## config.mk

```make
export PLATFORM = sky130hd
export DESIGN_NAME = spi_xmit
export DESIGN_NICKNAME = d
export VERILOG_FILES = /design/src/rtl/spi_xmit_pkg.sv /design/src/rtl/spi_xmit_hold.sv /design/src/rtl/spi_xmit.sv
export SDC_FILE = /design/constraint.sdc
export NUM_CORES = 1
export LEC_CHECK = 0
export ABC_AREA = 0
export BUFFER_PORTS_ARGS = -buffer_cell sky130_fd_sc_hd__buf_2
export CAP_MARGIN = 25
export CORE_MARGIN = 5
export CORE_UTILIZATION = 50
export CTS_CLUSTER_SIZE = 10
export DETAILED_ROUTE_END_ITERATION = 7
export GPL_TIMING_DRIVEN = 0
export PLACE_DENSITY = 0.73
export RECOVER_POWER = 100
export SLEW_MARGIN = 20
export SYNTH_ARGS = -nofsm -noshare
export SYNTH_HDL_FRONTEND = slang
export SYNTH_SLANG_ARGS = --single-unit
```

## constraint.sdc

```tcl
create_clock -name clock -period 1.2 [get_ports clock]
set_input_delay 0.36 -clock clock [delete_from_list [all_inputs] [get_ports clock]]
set_output_delay 0.36 -clock clock [all_outputs]
set_load 0.1 [all_outputs]
```

## src/rtl/spi_xmit_pkg.sv

```systemverilog
// Constants and state encoding shared by the SPI framing transmitter and receiver.
// The optional guard gap (SPI_XMIT_GAP_EN) is selected in spi_xmit.sv.
package spi_xmit_pkg;

    localparam logic [7:0] SPI_MATCH      = 8'hA5;
    localparam int         SPI_FRAME_BITS = 16;
    localparam int         SPI_GAP_BITS   = 8;

    localparam logic [1:0] XMIT_IDLE = 2'd0;
    localparam logic [1:0] XMIT_SEND = 2'd1;
    localparam logic [1:0] XMIT_GAP  = 2'd2;

    function automatic logic [15:0] frame_word(input logic [7:0] hdr, input logic [7:0] data);
        return {hdr, data};
    endfunction

endpackage

```

## src/rtl/spi_xmit_hold.sv

```systemverilog
// One-entry holding buffer in front of the transmit shifter; owns full and collision.
module spi_xmit_hold
    import spi_xmit_pkg::*;
(
    input  logic       clock,
    input  logic       reset,
    input  logic       write,
    input  logic [7:0] data_in,
    input  logic       take,
    output logic       full,
    output logic       collision,
    output logic [7:0] hold_data
);

    // take is only raised while full, so it never races an accepted write
    always_ff @(posedge clock or negedge reset) begin
        if (!reset) begin
            full      <= 1'b0;
            collision <= 1'b0;
            hold_data <= '0;
        end else begin
            collision <= write & full;
            if (write && !full) begin
                hold_data <= data_in;
                full      <= 1'b1;
            end else if (take) begin
                full      <= 1'b0;
            end
        end
    end

endmodule

```

## src/rtl/spi_xmit.sv

```systemverilog
// Serial framing transmitter: MATCH header then data byte, MSB first, line idles low.
// Define SPI_XMIT_GAP_EN to insert an 8-bit zero guard gap after every frame.
module spi_xmit
    import spi_xmit_pkg::*;
#(
    parameter logic [7:0] MATCH = SPI_MATCH
) (
    input  logic       clock,
    input  logic       reset,
    input  logic       write,
    input  logic [7:0] data_in,
    output logic       full,
    output logic       busy,
    output logic       collision,
    output logic       data_out
);

    logic [1:0]  state;
    logic [3:0]  count;
    logic [15:0] shifter;
    logic [7:0]  hold_data;
    logic        take;
    logic        frame_end;

    spi_xmit_hold u_hold (
        .clock     (clock),
        .reset     (reset),
        .write     (write),
        .data_in   (data_in),
        .take      (take),
        .full      (full),
        .collision (collision),
        .hold_data (hold_data)
    );

    assign frame_end = (state == XMIT_SEND) && (count == 4'(SPI_FRAME_BITS - 1));

`ifdef SPI_XMIT_GAP_EN
    logic gap_end;
    assign gap_end = (state == XMIT_GAP) && (count == 4'(SPI_GAP_BITS - 1));
    assign take    = full && ((state == XMIT_IDLE) || gap_end);
`else
    assign take    = full && ((state == XMIT_IDLE) || frame_end);
`endif

    assign busy = (state != XMIT_IDLE);

    // data_out is registered to always equal shifter[15] while sending
    always_ff @(posedge clock or negedge reset) begin
        if (!reset) begin
            state    <= XMIT_IDLE;
            count    <= '0;
            shifter  <= '0;
            data_out <= 1'b0;
        end else if (take) begin
            state    <= XMIT_SEND;
            count    <= '0;
            shifter  <= frame_word(MATCH, hold_data);
            data_out <= MATCH[7];
        end else begin
            case (state)
                XMIT_SEND: begin
                    shifter <= {shifter[14:0], 1'b0};
                    count   <= count + 4'd1;
                    if (frame_end) begin
`ifdef SPI_XMIT_GAP_EN
                        state <= XMIT_GAP;
`else
                        state <= XMIT_IDLE;
`endif
                        data_out <= 1'b0;
                    end else begin
                        data_out <= shifter[14];
                    end
                end
`ifdef SPI_XMIT_GAP_EN
                XMIT_GAP: begin
                    data_out <= 1'b0;
                    if (gap_end) begin
                        state <= XMIT_IDLE;
                        count <= '0;
                    end else begin
                        count <= count + 4'd1;
                    end
                end
`endif
                XMIT_IDLE: begin
                    data_out <= 1'b0;
                end
                default: begin
                    state    <= XMIT_IDLE;
                    data_out <= 1'b0;
                end
            endcase
        end
    end

endmodule

```

# Word-level counts from Yosys, hierarchy flattened
# Cells that the tools add are included.
[word_totals] ramBits=0 rom_bits=0 register_bits=32 word_cells=35 n_memories=0 latch_bits=0
[classes] muxes=12 n_lt_le_gt_ge=0 addsub=1 eq_ne=4 reduce_logical=10 n_bitwise=1 mul=0 div=0 shift=0
[op_table] cell="15-bit two-way mux" count=2
[op_table] cell="4-bit two-way mux" count=2
[op_table] cell="2-bit nonzero test" count=3
[op_table] cell="1-bit two-way mux" count=5
[op_table] cell="4-bit by 1-bit adder with 4-bit output, second input constant" count=1
[op_table] cell="4-bit equality test, second input constant" count=1
[op_table] cell="2-bit two-way mux" count=2
[op_table] cell="2-bit case mux with 2 select lines" count=1
[op_table] cell="1-bit logical AND" count=3
[op_table] cell="3-bit != test, second input constant" count=1
[op_table] cell="2-bit by 1-bit equality test with 1-bit output, second input constant" count=1
[op_table] cell="2-bit zero test" count=1
[op_table] cell="2-bit != test, second input constant" count=1
[op_table] cell="2-bit AND reduction" count=1
[op_table] cell="1-bit AND" count=1
[op_table] cell="1-bit zero test" count=1
[op_table] cell="1-bit logical OR" count=1

# Depth between registers and ports, before layout
[logic_depth] word_depth=6 mapped_depth=5 ltp_nobuf=4

# Cells and area by module
# From an unflattened synthesis, not the netlist that was laid out.
[unflattened] cells_unflattened=99 area_unflattened_um2=1320.0
[by_module_without_submodules] mod="spi_xmit" cells_per_inst=76 instances=1 area_each_um2=913.4
[by_module_without_submodules] mod="spi_xmit_hold" cells_per_inst=23 instances=1 area_each_um2=406.6

# Least setup slack after synthesis
# OpenSTA, ideal clock, no wires.
[synth_timing] path_kind="reg2reg" start="register state[0]" end="register shifter[4]" arrival_ns=1.803 stages_incl_launch_ff=5 required_ns=1.074 synth_period_minus_slack_ns=1.929 slack_ns=-0.729 cell_sequence="dfrtp_1 > buf_2 > nor2_2 > buf_2 > a221o_1"
[synth_between] elab_chain_cells=5 elab_cells_between_ends=7
[synth_lines] element="start: declaration" line_no="spi_xmit.sv:18" source="logic [1:0] state;"
[synth_lines] element="start signal: assignment" line_no="spi_xmit.sv:51" source="state <= XMIT_IDLE;"
[synth_lines] element="start signal: assignment" line_no="spi_xmit.sv:56" source="state <= XMIT_SEND;"
[synth_lines] element="start signal: assignment" line_no="spi_xmit.sv:69" source="state <= XMIT_IDLE;"
[synth_lines] element="2-bit by 1-bit equality test with 1-bit output" line_no="spi_xmit.sv:36, spi_xmit.sv:61"
[synth_lines] element="1-bit logical AND" line_no="spi_xmit.sv:36" source="assign frame_end = (state == XMIT_SEND) && (count == 4'(SPI_FRAME_BITS - 1));"
[synth_lines] element="1-bit logical OR" line_no="spi_xmit.sv:43" source="assign take = full && ((state == XMIT_IDLE) || frame_end);"
[synth_lines] element="1-bit logical AND" line_no="spi_xmit.sv:43"
[synth_lines] element="15-bit two-way mux / 2-bit nonzero test (equally long branches)"
[synth_lines] element="end signal: assignment" line_no="spi_xmit.sv:58" source="shifter <= frame_word(MATCH, hold_data);"
[synth_lines] element="end signal: assignment" line_no="spi_xmit.sv:63" source="shifter <= {shifter[14:0], 1'b0};"
[synth_lines] element="end: declaration" line_no="spi_xmit.sv:20" source="logic [15:0] shifter;"
# Several ways; a longest one is shown, not always the timed one.
# A chain may end at the register's enable or synchronous reset.

# Worst setup path in the final report
[layout_timing] start="register u_hold.full" end="output port full"
[layout_rtl] element="start: declaration" line_no="spi_xmit_hold.sv:10" source="output logic full,"
[layout_rtl] element="start signal: assignment" line_no="spi_xmit_hold.sv:18" source="full <= 1'b0;"
[layout_rtl] element="start signal: assignment" line_no="spi_xmit_hold.sv:25" source="full <= 1'b1;"
[layout_rtl] element="start signal: assignment" line_no="spi_xmit_hold.sv:27" source="full <= 1'b0;"
[layout_rtl] element="end: declaration" line_no="spi_xmit.sv:12" source="output logic full,"
# No word-level cell between the ends.

==> run_results.csv <==
group,metric,value,unit
clocking,cts.sinks,31,
floorplan,start_util,51.8,%
clocking,cts_made_buffers,5,
power,switching_share,36.6,%
setup_path,endpoint_kind,"output pin",
setup_path,slowest_delay,0.54,ns
status,outcome,"finished with violations",
floorplan,rows,18,
setup_path,crit_path_cell_trace,"buf_12",
min_path,min_path_type,"primary input to asynchronous set/reset pin",
setup_path,endpoint,"full",
yosys,syn_inst,98,
power,ir_drop,2.14,mV
timing,fin_ws,-0.246,ns
timing,setup_viol,33,
setup_path,arrival,1.09,ns
timing,fin_setup_tns,-5.56,ns
clocking,htree_levels,2,
grt,gr-total-overflow,0,
floorplan,ios,15,
power,seq_power_share,37.7,%
floorplan,die-area,0.00365,mm2
yosys,seq_area_frac_synth,61.0,%
yosys,yosys-top-cells-area,"dfrtp_1, a221o_1, mux2_2",
routing,route.detailed.drc,0,
yosys,ys_ff_latch,31,
setup_path,path_depth,1,
floorplan,fp.coreArea,0.00245,mm2
yosys,yosys.area.top_type,"dfrtp_1",
place,place.gp.congestion,0.725,
power,power_frac_comb,44.7,%
clocking,clk_pin_slew_worst_paths,0.11,ns
floorplan,dieWidth,60.4,um
power,power_density,2530,mW/mm2
routing,drt-pass1-iter-count,4,
yosys,synth.distinct_cells,24,
power,clkPwrFrac,17.6,%
grt,grt_pass1_vias,1056,
timing,slew_violations,0,
grt,antenna_found_initial,0,
setup_path,path_delay_family,"flip-flops",
layout,final_util,81.4,%
clocking,cts_tree,"built",
power,power.internal,3.20,mW
place,hpwl,1.55,mm
place,dpl_worst_slack,-0.308,ns
grt,grt_pass1_wl,5.55,mm
setup_path,regToRegStartpoint,"u_hold.full$_DFFE_PN0P_",
layout,finalInstanceArea,0.00200,mm2
routing,viasPerCell,5.82,
power,leakage,0.949,nW
layout,syn_to_final_growth,57.2,%
timing,tightest_slew,0.764,ns
floorplan,die_h,60.4,um
timing,rsz0062_at_grt,"true",
routing,vias,1013,
layout,nets,155,
setup_path,ff2ff_setup_slack,-0.24,ns
power,finalPower,5.05,mW
routing,drt_iter0_drc,41,
place,io_buffers,14,
timing,max_freq,692,MHz
place,placedCellCount,142,
layout,num_antenna_cells,0,
routing,ant_nets,0,
setup_path,worstPathRequired,0.84,ns
run,cap_violations,0,
timing,period_minus_slack,1.45,ns
yosys,synth_area,0.00127,mm2
setup_path,cp_num_buf_inv,1,
place,place_area,0.00143,mm2
clocking,cts_buffer_depth,2,
routing,drt-wirelength-per-cell,21.2,um
setup_path,cp_slowest_cell,"dfrtp_4",
status,violations,"negative setup slack",
setup_path,cp-startpoint,"u_hold.full$_DFFE_PN0P_",
power,switchingPower,1.85,mW
timing,final_hold_viol_count,0,
timing,finClkSkew,0.0157,ns
layout,stdcell_count,174,
setup_path,r2r_end,"shifter[13]$_DFFE_PN0P_",
timing,fin_crit_sh,120,%
grt,grt_max_degree,32,
clocking,root_buffer,"clkbuf_4",
setup_path,crit_type,"register to output pin",
setup_path,crit_fanout,5,
yosys,yosys_warnings,0,
clocking,clock_latency,0.36,ns
layout,layout-drive-gt1-share,63.2,%
routing,routed_wl,3.70,mm
grt,grtUsageTotal,22.3,%
setup_path,worstSetupStartpointType,"register",
yosys,syn_nets,110,
yosys,synth_top_area_share,61.0,%
setup_path,reg2reg_depth,5,
timing,maxSlewHeadroom,49.1,%
timing,holdWs,0.0553,ns
yosys,syn_avg_cell_area,13.0,um2
cells in the final DEF, fill, tap and decap left out, types with 2 or more instances in the layout:
| cell | count |
|---|---|
| buf_2 | 9 |
| buf_12 | 3 |
| buf_6 | 11 |
| dfrtp_4 | 2 |
| o21ai_4 | 2 |
| dfrtp_2 | 3 |
| nand4_4 | 2 |
| or2_4 | 2 |
| and3_1 | 2 |
| a221o_1 | 10 |
| buf_16 | 2 |
| buf_8 | 3 |
| and3_4 | 5 |
| nor2_4 | 2 |
| dfrtp_1 | 26 |
| clkbuf_4 | 5 |
| buf_4 | 12 |
| a21oi_2 | 5 |
| nand2_1 | 6 |
| nand2_2 | 3 |
| a21o_1 | 2 |
| mux2_4 | 8 |
| nand2_4 | 2 |
cell usage after synthesis, drive strengths merged:
cell type / number
mux2: 8
a221o: 10
xnor2: 2
dfrtp: 31
or2: 2
a31oi: 1
and2: 1
nand2: 11
nand4: 2
inv: 2
o21ai: 2
buf: 5
a21oi: 5
ha: 1
and3: 7
a21o: 2
xor2: 1
nor2b: 1
nor2: 3
a22o: 1
metal layers:
layer / track usage, % / wire length (um) / up-vias
met5: 0 / 0 / -
met4: 7.43 / 158 / 0
met3: 7.66 / 261 / 12
met2: 38.3 / 1790 / 38
met1: 26.3 / 1490 / 511
li1: - / - / 452
worst min path at each step:
| stage | depth (start not counted) | slack [ns] | endpoint | startpoint |
|---|---|---|---|---|
| after global routing | 1 | 0.11 | u_hold.full$_DFFE_PN0P_ | reset |
| after floorplan | 0 | 0.06 | count[0]$_DFFE_PN0P_ | reset |
| final | 1 | 0.06 | shifter[7]$_DFFE_PN0P_ | reset |
| after CTS | 1 | 0.07 | shifter[7]$_DFFE_PN0P_ | reset |
| after global placement | 1 | 0.43 | u_hold.full$_DFFE_PN0P_ | reset |
| after detailed placement | 1 | 0.43 | u_hold.hold_data[7]$_DFFE_PN0P_ | reset |
power groups by stage:
| stage | logic (mW) | registers, mW | clock network [mW] |
|---|---|---|---|
| 5_1_grt | 2.38 | 1.95 | 0.937 |
| 6_report | 2.26 | 1.90 | 0.889 |
| 3_5_place_dp | 1.27 | 1.80 | 0 |
| 3_3_place_gp | 1.24 | 1.78 | 0 |
| 4_1_cts | 1.90 | 1.83 | 0.869 |
| 2_1_floorplan | 0.798 | 2.00 | 0 |
sequential cells by signal, summed over array words and instances (netlist names):
register	flops
state	1
count	4
u_hold.hold_data	8
u_hold.full	1
shifter	15
u_hold.collision	1
data_out	1
repair_timing:
action,4_1_cts,5_1_grt
setup endpoints to repair,32,34
hold buffers,0,0
buffers inserted,14,4
gates cloned,6,1
resized for setup,41,25
pin swaps,15,12
cell families after synthesis:
group / Yosys count / synth area share, %
fa+ha+maj: 1 / 0.984
simple gates: 27 / 11.9
compound gates: 21 / 13.9
xor+xnor: 3 / 2.07
flops: 31 / 61.0
mux: 8 / 7.09
buf+inv: 7 / 3.05
cell type report:
class	count	area (um2)
clock inverters	2	35.0
clock buffers	6	51.3
well taps	30	37.5
multi-input cells	62	656
fillers	127	457
repair buffers	36	360
plain buffers	5	63.8
inverters	2	7.51
flip-flops and latches	31	787
worst reg2reg max path, stage by stage (launching register included):
cell and delay, ns:
dfrtp_4 0.54, buf_12 0.15, nand4_4 0.10, o21ai_4 0.12, buf_6 0.15, a221o_1 0.26
Note: power is estimated with default switching activity, not from simulation.
